==> src/rtl/mdu_pkg.sv <==
// Shared types and helpers for the iterative RV32M multiply/divide unit.
// Holds the funct3 encodings, the FSM states and the per-op operand sign rules.
package mdu_pkg;

  typedef enum logic [2:0] {
    OP_MUL    = 3'd0,
    OP_MULH   = 3'd1,
    OP_MULHSU = 3'd2,
    OP_MULHU  = 3'd3,
    OP_DIV    = 3'd4,
    OP_DIVU   = 3'd5,
    OP_REM    = 3'd6,
    OP_REMU   = 3'd7
  } mdu_op_e;

  typedef enum logic [1:0] {
    IDLE = 2'd0,
    CALC = 2'd1,
    DONE = 2'd2
  } mdu_state_e;

  localparam int MDU_ITER = 32;

  function automatic logic is_div(input mdu_op_e op);
    return (op == OP_DIV) || (op == OP_DIVU) || (op == OP_REM) || (op == OP_REMU);
  endfunction

  function automatic logic is_rem(input mdu_op_e op);
    return (op == OP_REM) || (op == OP_REMU);
  endfunction

  // MUL's low word is sign-agnostic, so it is handled as signed/signed.
  function automatic logic a_signed(input mdu_op_e op);
    return (op == OP_MUL) || (op == OP_MULH) || (op == OP_MULHSU) ||
           (op == OP_DIV) || (op == OP_REM);
  endfunction

  function automatic logic b_signed(input mdu_op_e op);
    return (op == OP_MUL) || (op == OP_MULH) || (op == OP_DIV) || (op == OP_REM);
  endfunction

endpackage

==> src/rtl/mdu_div_iter.sv <==
// One restoring-divide step: shift the next dividend bit into the partial
// remainder, trial-subtract the divisor and keep the result only if non-negative.
module mdu_div_iter
  import mdu_pkg::*;
#(
  parameter int XLEN = 32
) (
  input  logic [XLEN-1:0] rem_i,
  input  logic [XLEN-1:0] quo_i,
  input  logic [XLEN-1:0] div_i,
  output logic [XLEN-1:0] rem_o,
  output logic [XLEN-1:0] quo_o
);

  logic [XLEN:0] rem_sh;
  logic [XLEN:0] diff;

  // The partial remainder stays below the divisor, so the 33-bit trial
  // difference is negative exactly when its top bit is set.
  always_comb begin
    rem_sh = {rem_i, quo_i[XLEN-1]};
    diff   = rem_sh - {1'b0, div_i};
    if (!diff[XLEN]) begin
      rem_o = diff[XLEN-1:0];
      quo_o = {quo_i[XLEN-2:0], 1'b1};
    end else begin
      rem_o = rem_sh[XLEN-1:0];
      quo_o = {quo_i[XLEN-2:0], 1'b0};
    end
  end

endmodule

==> src/rtl/mdu_iter.sv <==
// Iterative RV32M multiply/divide unit: one shift-add or restoring-divide step
// per cycle on operand magnitudes, with the sign applied when the result is written.
module mdu_iter
  import mdu_pkg::*;
#(
  parameter int XLEN         = 32,
  parameter bit FAST_SPECIAL = 1'b1
) (
  input  logic            clk_i,
  input  logic            rst_ni,
  input  logic            start_i,
  input  logic            flush_i,
  input  logic [2:0]      funct3_i,
  input  logic [XLEN-1:0] rs1_data_i,
  input  logic [XLEN-1:0] rs2_data_i,
  input  logic [4:0]      rd_addr_i,
  output logic            busy_o,
  output logic            done_o,
  output logic            rd_wren_o,
  output logic [4:0]      rd_addr_o,
  output logic [XLEN-1:0] rd_data_o
);

  localparam int            CNT_W     = $clog2(MDU_ITER);
  localparam logic [CNT_W-1:0] ITER_LAST = CNT_W'(MDU_ITER - 1);

  function automatic logic [XLEN-1:0] neg_w(input logic neg, input logic [XLEN-1:0] v);
    return neg ? (~v + 1'b1) : v;
  endfunction

  function automatic logic [2*XLEN-1:0] neg_d(input logic neg, input logic [2*XLEN-1:0] v);
    return neg ? (~v + 1'b1) : v;
  endfunction

  mdu_state_e          state_q, state_d;
  mdu_op_e             op_q;
  logic [CNT_W-1:0]    cnt_q;
  logic [XLEN-1:0]     a_mag_q, b_mag_q, rem_q, spec_res_q;
  logic [2*XLEN-1:0]   acc_q;
  logic                res_neg_q, spec_q;

  mdu_op_e             op_in;
  logic                sa_in, sb_in, div0_in, ovf_in, spec_in, fast_in, res_neg_in, start_ok;
  logic [XLEN-1:0]     a_mag_in, b_mag_in, spec_res_in;

  // Operand decode at launch: magnitudes, result sign, special-case result
  always_comb begin
    op_in      = mdu_op_e'(funct3_i);
    sa_in      = a_signed(op_in) & rs1_data_i[XLEN-1];
    sb_in      = b_signed(op_in) & rs2_data_i[XLEN-1];
    a_mag_in   = neg_w(sa_in, rs1_data_i);
    b_mag_in   = neg_w(sb_in, rs2_data_i);
    res_neg_in = is_rem(op_in) ? sa_in : (sa_in ^ sb_in);
    div0_in    = is_div(op_in) && (rs2_data_i == '0);
    ovf_in     = ((op_in == OP_DIV) || (op_in == OP_REM)) &&
                 (rs1_data_i == {1'b1, {(XLEN-1){1'b0}}}) && (rs2_data_i == '1);
    spec_in    = div0_in | ovf_in;
    spec_res_in = '0;
    if (div0_in)
      spec_res_in = is_rem(op_in) ? rs1_data_i : '1;
    else if (ovf_in)
      spec_res_in = is_rem(op_in) ? '0 : rs1_data_i;
    fast_in    = FAST_SPECIAL && spec_in;
    start_ok   = start_i && !flush_i && (state_q == IDLE);
  end

  logic [XLEN:0]     mul_sum;
  logic [2*XLEN-1:0] mul_nxt, acc_nxt, prod;
  logic [XLEN-1:0]   rem_nxt, quo_nxt, res_calc;

  mdu_div_iter #(.XLEN(XLEN)) u_div_iter (
    .rem_i (rem_q),
    .quo_i (acc_q[XLEN-1:0]),
    .div_i (b_mag_q),
    .rem_o (rem_nxt),
    .quo_o (quo_nxt)
  );

  // Iteration step: the multiplier sits in the low half of acc and is shifted
  // out as the partial product grows in from the top; divide keeps the quotient there.
  always_comb begin
    mul_sum  = {1'b0, acc_q[2*XLEN-1:XLEN]} + {1'b0, (acc_q[0] ? a_mag_q : '0)};
    mul_nxt  = {mul_sum, acc_q[XLEN-1:1]};
    acc_nxt  = is_div(op_q) ? {acc_q[2*XLEN-1:XLEN], quo_nxt} : mul_nxt;
    prod     = neg_d(res_neg_q, mul_nxt);
    case (op_q)
      OP_MUL:                      res_calc = prod[XLEN-1:0];
      OP_MULH, OP_MULHSU, OP_MULHU: res_calc = prod[2*XLEN-1:XLEN];
      OP_DIV, OP_DIVU:             res_calc = neg_w(res_neg_q, quo_nxt);
      default:                     res_calc = neg_w(res_neg_q, rem_nxt);
    endcase
  end

  always_ff @(posedge clk_i or negedge rst_ni) begin
    if (!rst_ni) state_q <= IDLE;
    else         state_q <= state_d;
  end

  always_comb begin
    state_d = state_q;
    case (state_q)
      IDLE:    if (start_ok) state_d = fast_in ? DONE : CALC;
      CALC:    if (cnt_q == ITER_LAST) state_d = DONE;
      DONE:    state_d = IDLE;
      default: state_d = IDLE;
    endcase
    if (flush_i) state_d = IDLE;
  end

  always_ff @(posedge clk_i or negedge rst_ni) begin
    if (!rst_ni) begin
      op_q       <= OP_MUL;
      cnt_q      <= '0;
      a_mag_q    <= '0;
      b_mag_q    <= '0;
      rem_q      <= '0;
      acc_q      <= '0;
      spec_res_q <= '0;
      res_neg_q  <= 1'b0;
      spec_q     <= 1'b0;
      rd_addr_o  <= '0;
      rd_data_o  <= '0;
    end else if (start_ok) begin
      op_q       <= op_in;
      cnt_q      <= '0;
      a_mag_q    <= a_mag_in;
      b_mag_q    <= b_mag_in;
      rem_q      <= '0;
      acc_q      <= {{XLEN{1'b0}}, (is_div(op_in) ? a_mag_in : b_mag_in)};
      spec_res_q <= spec_res_in;
      res_neg_q  <= res_neg_in;
      spec_q     <= spec_in;
      rd_addr_o  <= rd_addr_i;
      if (fast_in) rd_data_o <= spec_res_in;
    end else if ((state_q == CALC) && !flush_i) begin
      acc_q <= acc_nxt;
      rem_q <= rem_nxt;
      cnt_q <= cnt_q + 1'b1;
      if (cnt_q == ITER_LAST) rd_data_o <= spec_q ? spec_res_q : res_calc;
    end
  end

  assign busy_o    = (state_q != IDLE);
  assign done_o    = (state_q == DONE);
  assign rd_wren_o = done_o && (rd_addr_o != 5'd0);

endmodule

==> config.mk <==
export PLATFORM = sky130hd
export DESIGN_NAME = mdu_iter
export DESIGN_NICKNAME = d
export VERILOG_FILES = /design/src/rtl/mdu_pkg.sv /design/src/rtl/mdu_div_iter.sv /design/src/rtl/mdu_iter.sv
export SDC_FILE = /design/constraint.sdc
export NUM_CORES = 1
export LEC_CHECK = 0
export BUFFER_PORTS_ARGS = -buffer_cell sky130_fd_sc_hd__buf_2
export CAP_MARGIN = 20
export CORE_MARGIN = 3
export CORE_UTILIZATION = 35
export DETAILED_ROUTE_END_ITERATION = 16
export GPL_TIMING_DRIVEN = 0
export SLEW_MARGIN = 20
export SYNTH_ARGS = -nofsm -noshare
export SYNTH_HDL_FRONTEND = slang
export SYNTH_SLANG_ARGS = --single-unit
==> constraint.sdc <==
create_clock -name clk_i -period 9.01 [get_ports clk_i]
set_input_delay 1.802 -clock clk_i [delete_from_list [all_inputs] [get_ports clk_i]]
set_output_delay 1.802 -clock clk_i [all_outputs]
set_load 0.1 [all_outputs]
==> results of run 1 <==
## power breakdown
| part | leakage, nW | internal [mW] | switching [mW] |
|---|---|---|---|
| combinational | 6.09 | 1.16 | 2.57 |
| sequential | 3.16 | 1.27 | 0.155 |
| clock | 0.476 | 0.713 | 0.523 |
| total | 9.73 | 3.14 | 3.25 |
## worst min-delay path, stage by stage, from the launching register on
cell and delay, ns:
sky130_fd_sc_hd__dfrtp_1 0.34, sky130_fd_sc_hd__nand2_1 0.05, sky130_fd_sc_hd__nand2_1 0.05
## cells by family (layout without fill, tap and decap cells)
logic type	after synthesis	count (layout)	share of synthesized area, %
AND/OR/NAND/NOR	968	968	22.69
adder cells (fa/ha/maj)	74	74	4.630
AO/OA/AOI/OAI	832	832	25.54
other	0	2	0
XOR/XNOR	212	212	9.136
buffers and inverters	260	426	4.931
flip-flops	241	241	29.67
multiplexers	68	68	3.405
## layer usage
layer  GRT usage [%]  part of all wire, %
met5               0                0.049
met3           4.793                  8.9
met4           15.04                  5.8
met1           41.84                   43
met2           45.69                   43
## registers in the layout, summed over array words and instances, names as in the netlist
| register | cells |
|---|---|
| cnt_q | 5 |
| spec_q | 1 |
| state_q | 2 |
| rd_data_o | 32 |
| a_mag_q | 32 |
| res_neg_q | 1 |
| acc_q | 64 |
| op_q | 3 |
| rd_addr_o | 5 |
| b_mag_q | 32 |
| rem_q | 32 |
| spec_res_q | 32 |
## cell usage in the layout (no fill, tap or decap), drive strengths merged, types with 75 or more instances in the layout
master	count
clkbuf	189
nor2	178
inv	75
nand2	398
a21oi	155
xnor2	121
buf	142
dfrtp	241
xor2	91
o21ai	345
## what timing repair did
item | in CTS | in global routing
cloned | 0 | 0
gates resized for setup | 2 | 2
endpoints found under the setup margin | 1 | 5
## per-stage QoR
| step | worst slack (ns) | total power, mW |
|---|---|---|
| floorplan | 2.722 | 3.734 |
| global placement | -0.2702 | 4.990 |
| detailed placement | -0.2615 | 5.012 |
| CTS | 0.1178 | 6.273 |
| global route | 0.04380 | 6.683 |
| finish | 0.3885 | 6.390 |
## worst paths after layout
path	startpoint	end	slack [ns]	depth (start not counted)
hold reg to reg	spec_res_q[15]$_DFFE_PN0P_	spec_res_q[15]$_DFFE_PN0P_	0.46	2
max in group asynchronous	rst_ni	rem_q[7]$_DFFE_PN0P_	6.80	2
setup / recovery	acc_q[31]$_DFFE_PN0P_	rd_data_o[30]$_DFFE_PN0P_	0.39	27
min in group asynchronous	rst_ni	rd_data_o[8]$_DFFE_PN0P_	1.23	1
setup reg to reg	acc_q[31]$_DFFE_PN0P_	rd_data_o[30]$_DFFE_PN0P_	0.39	27
hold / removal	spec_res_q[15]$_DFFE_PN0P_	spec_res_q[15]$_DFFE_PN0P_	0.46	2
## final cells by class
cell class,instances,share of cell area [%]
Inverter,74,1.213
Tap cell,756,4.132
Multi-Input combinational cell,2154,58.14
Clock buffer,32,3.263
Buffer,184,3.137
Timing Repair Buffer,115,2.754
Antenna cell,2,0.02186
Sequential cell,241,26.35
Clock inverter,21,0.9892
==> out/qor_table.md, run 1 <==
| Metric | This run |
|---|---|
| Post-CTS Setup Bufs | 0 |
| Dominant cells by area after synthesis | sky130_fd_sc_hd__dfrtp_1 30%, sky130_fd_sc_hd__o21ai_0 8.3%, sky130_fd_sc_hd__nand2_1 7.4% |
| Sequential area share after synthesis | 29.67% |
| Leak Pwr | 9.726 nW |
| Top-area cell type share of the netlist area | 29.67% |
| Count of hold-fix buffers inserted at cts | 0 |
| H-tree lvl count | 1 |
| Most numerous cell types in the synthesized netlist | 398 x sky130_fd_sc_hd__nand2_1, 338 x sky130_fd_sc_hd__o21ai_0, 241 x sky130_fd_sc_hd__dfrtp_1 |
| Area of the placeable core | 56930 sq um |
| Synthesis-stage register bit count | 241 |
| Yosys warning total | 0 |
| Max Cap Violations | 0 |
| Total standard cell area after synthesis | 20320 sq um |
| Router iterations before antenna repair | 8 |
| Average routed wire per standard cell | 26.42 um |
| Crit path max-delay family | simple AND/OR/NAND/NOR gates |
| Hold Crit Class | reg2reg |
| Hold Worst Slack | 0.4637 ns |
| Reg area | 6032 sq um |
| Hold Vio Cnt, Final | 0 |
| Cell Area, Placed | 21900 sq um |
| Clk buf depth | 3 |
| Clock edge transition at the registers on the reported setup and hold paths | 0.07 ns |
| Mean area per synthesized cell | 7.655 sq um |
| Total overflow reported by the global router | 0 |
| Die boundary width | 247.0 um |
| Number of ports placed on the die boundary | 116 |
| Layout area overhead | 12.65% |
| Final core utilization | 40.21% |
| Height of the die | 247.0 um |
| Relative slew slack | 25.25% |
| Slew at the pin with the worst max-slew slack | 1.113 ns |
| Number of setup violations in the final report | 0 |
| Total die area | 60990 sq um |
| Clock latency on the worst-skew pair | 0.59 ns |
| Unrepaired setup endpoints after global routing | false |
| Row cnt | 87 |
| Post-route DRC | 0 |
| Number of non-filler instances in the completed layout | 3579 |
| Initial standard-cell utilization of the core | 35.70% |
| Count of clock tree sinks | 241 |
| Root buffer cell | sky130_fd_sc_hd__clkbuf_16 |
| Number of buffer and inverter stages on the critical path | 7 |
| First-pass GRT wire length | 137700 um |
| Worst Clk Skew | 0.02307 ns |
| Max-slew violation count | 0 |
| Primary flip-flop cell chosen by synthesis mapping | sky130_fd_sc_hd__dfrtp_1 |
| Global router's overall resource usage | 30.25% |
| Multi-input gate area | 13310 sq um |
| Async set or reset register ratio after synthesis | 100.0% |
| Total vias in the final route | 22080 |
| Total half-perimeter wirelength after legalization and detailed placement | 75700 um |
| Post-Place Cells | 3525 |
| Number of antenna violations at the first check in global routing | 4 |
| Final nets | 2949 |
| Worst endpoint required time | 9.49 ns |
| Period utilization | 95.69% |
| Layout cell share with drive strength beyond 1 | 8.082% |
| Number of buffers inserted during clock tree synthesis | 29 |
| Leading area contributor after synthesis | sky130_fd_sc_hd__dfrtp_1 |
| Post-Syn Instances | 2655 |
| Final min period | 8.621 ns |
| Setup TNS | 0 ns |
| Crit-path slowest cell | sky130_fd_sc_hd__or4b_1 |
| Initial DRC Count | 2674 |
| Critical path's largest stage delay | 0.63 ns |
| Category of the critical setup timing path | reg2reg |
| Post-route cell area | 22890 sq um |
| Critical path peak fanout | 10 |
| Cell area power density | 279.1 nW/um^2 |
| EDFF count, synth | 0 |
| Syn_nets | 2805 |
| Run status | completed |
| Final routed wirelength across all metal layers | 94540 um |
| Max VDD drop | 0.1648 mV |
| Fillers | 5891 |
| Netlist cell types | 87 |
| Worst path arrival time | 9.11 ns |
| IO Port Bufs | 111 |
| Startpoint type of the worst setup path | register |
| GP Congestion | 1.026 |
| Pin count of the biggest net entering global routing | 95 |
| Kind of end point of the critical path | register |
| Fmax | 116.0 MHz |
| Count of antenna-violating nets left after detailed routing | 0 |
| Top-count cell post-synth | sky130_fd_sc_hd__nand2_1 |
| Vias in the first global route | 20620 |
| Post-DR vias/cell | 6.170 |
| Clock tree from TritonCTS | built |
| Cell occurring most often along the worst timing path | sky130_fd_sc_hd__buf_2 |
No activity file was read; power rests on OpenSTA's default activity.
==> run 2: changes to the inputs <==
Settings changed: BUFFER_PORTS_ARGS -buffer_cell sky130_fd_sc_hd__buf_2 to unset, DONT_BUFFER_PORTS set to 1, RECOVER_POWER set to 25.
==> out/qor_table.md, run 2 (synthesis results as in run 1) <==
| Metric | This run |
|---|---|
| Count of antenna-violating nets left after detailed routing | 0 |
| H-tree lvl count | 1 |
| Post-DR vias/cell | 6.144 |
| Post-CTS Setup Bufs | 0 |
| Unrepaired setup endpoints after global routing | false |
| Pin count of the biggest net entering global routing | 242 |
| Average routed wire per standard cell | 26.45 um |
| Critical path's largest stage delay | 0.62 ns |
| Number of ports placed on the die boundary | 116 |
| Leak Pwr | 9.264 nW |
| Vias in the first global route | 20230 |
| Router iterations before antenna repair | 6 |
| Register bank with the most flops | acc_q |
| Cell area power density | 282.1 nW/um^2 |
| Worst path arrival time | 8.95 ns |
| Number of instances on the worst hold path | 1 |
| Hold Crit Class | reg2reg |
| Clock latency on the worst-skew pair | 0.60 ns |
| Hold Worst Slack | 0.4723 ns |
| Count of hold-fix buffers inserted at cts | 0 |
| Number of setup violations in the final report | 0 |
| Area of the placeable core | 56930 sq um |
| Category of the critical setup timing path | reg2reg |
| Global router's overall resource usage | 29.53% |
| Cell occurring most often along the worst timing path | sky130_fd_sc_hd__buf_2 |
| Number of antenna violations at the first check in global routing | 7 |
| Slew at the pin with the worst max-slew slack | 1.240 ns |
| Setup TNS | 0 ns |
| GP Congestion | 1.045 |
| Count of clock tree sinks | 241 |
| Total die area | 60990 sq um |
| Worst Clk Skew | 0.02916 ns |
| Total overflow reported by the global router | 0 |
| Total vias in the final route | 21310 |
| Final routed wirelength across all metal layers | 91770 um |
| Cell Area, Placed | 21320 sq um |
| Fmax | 118.1 MHz |
| Kind of end point of the critical path | register |
| Critical path peak fanout | 10 |
| Layout area overhead | 10.33% |
| Final min period | 8.465 ns |
| Most frequent cells in the layout | 398 x sky130_fd_sc_hd__nand2_1, 338 x sky130_fd_sc_hd__o21ai_0, 241 x sky130_fd_sc_hd__dfrtp_1, 178 x sky130_fd_sc_hd__nor2_1, 156 x sky130_fd_sc_hd__clkbuf_1 |
| Flip-flop count of the largest register after layout | 64 |
| Layout cell share with drive strength beyond 1 | 4.390% |
| Max Cap Violations | 0 |
| Total half-perimeter wirelength after legalization and detailed placement | 72730 um |
| Max VDD drop | 0.1935 mV |
| Row cnt | 87 |
| Hold Vio Cnt, Final | 0 |
| Initial standard-cell utilization of the core | 35.70% |
| Die boundary width | 247.0 um |
| Period utilization | 93.95% |
| Number of buffers inserted during clock tree synthesis | 29 |
| Cell depth of the worst flop-to-flop path | 27 |
| Run status | completed |
| Crit-path slowest cell | sky130_fd_sc_hd__or4b_1 |
| Final nets | 2839 |
| Height of the die | 247.0 um |
| Post-CTS Resized | 0 |
| Leading cell type in the layout, fill and taps excluded | sky130_fd_sc_hd__nand2_1 |
| Root buffer cell | sky130_fd_sc_hd__clkbuf_16 |
| First-pass GRT wire length | 134400 um |
| Clock edge transition at the registers on the reported setup and hold paths | 0.07 ns |
| Relative slew slack | 17.33% |
| Initial DRC Count | 2445 |
| Clock tree from TritonCTS | built |
| Worst endpoint required time | 9.49 ns |
| IO Port Bufs | 0 |
| Post-route DRC | 0 |
| Post-route cell area | 22420 sq um |
| Startpoint type of the worst setup path | register |
| Clk buf depth | 3 |
| Max-slew violation count | 0 |
-- run 2: cell types whose count changed in the layout (fill, tap and decap cells not counted), moves of 2 or more --
| cell | change |
|---|---|
| sky130_fd_sc_hd__buf_2 | -111 |
| sky130_fd_sc_hd__clkbuf_1 | -3 |
| sky130_fd_sc_hd__clkbuf_2 | +2 |
| sky130_fd_sc_hd__clkinv_4 | +2 |
| sky130_fd_sc_hd__bufinv_16 | +2 |
| sky130_fd_sc_hd__clkinv_2 | -8 |
| sky130_fd_sc_hd__clkbuf_8 | +4 |
-- run 2: metal layers --
metal  wire length, um  global-route usage, %
met1             37810                  39.15
met4              5610                  15.25
met2             39850                  45.55
met5                80                      0
met3              8417                  5.801
-- run 2: final timing paths --
| kind | start | to | slack [ns] |
|---|---|---|---|
| min reg2reg | spec_res_q[5]$_DFFE_PN0P_ | spec_res_q[5]$_DFFE_PN0P_ | 0.47 |
| min | spec_res_q[5]$_DFFE_PN0P_ | spec_res_q[5]$_DFFE_PN0P_ | 0.47 |
| max reg2reg | acc_q[31]$_DFFE_PN0P_ | rd_data_o[30]$_DFFE_PN0P_ | 0.54 |
| max in group asynchronous | rst_ni | acc_q[57]$_DFFE_PN0P_ | 7.66 |
| max | acc_q[31]$_DFFE_PN0P_ | rd_data_o[30]$_DFFE_PN0P_ | 0.54 |
| min in group asynchronous | rst_ni | rd_data_o[8]$_DFFE_PN0P_ | 0.90 |
-- run 2: area by class of cell --
| cell class | instances | area [sq um] |
|---|---|---|
| multi-input cells | 2154 | 13310 |
| fillers | 5899 | 34510 |
| diodes | 2 | 5.005 |
| repair buffers | 5 | 48.80 |
| inverters | 74 | 277.8 |
| clock buffers | 34 | 794.5 |
| well taps | 756 | 945.9 |
| flip-flops and latches | 241 | 6031 |
| clock inverters | 19 | 291.5 |
| plain buffers | 184 | 719.4 |
-- run 2: power breakdown --
part           switching [mW]  internal [mW]
logic                    2.39           1.14
clock network           0.541          0.809
registers               0.181           1.26
-- run 2: critical path, delay by kind of cell, from the launching register on --
family	cells	cell delay [ns]
flops	1	0.61
mux	2	0.59
fa+ha+maj	3	0.74
simple gates	8	2.44
compound gates	7	2.05
buf+inv	7	1.92
-- run 2: through the flow --
stage          total power [mW]  setup WS (ns)  utilization [%]  std cells
3_5_place_dp              4.869         0.1292            37.45       3415
5_1_grt                   6.636         0.1685            39.38       3467
3_3_place_gp              4.831         0.3386            37.36       3411
4_1_cts                   6.227         0.1363            39.36       3468
2_1_floorplan             3.734          2.722                -       2655
6_report                  6.326         0.5447            39.39       3469
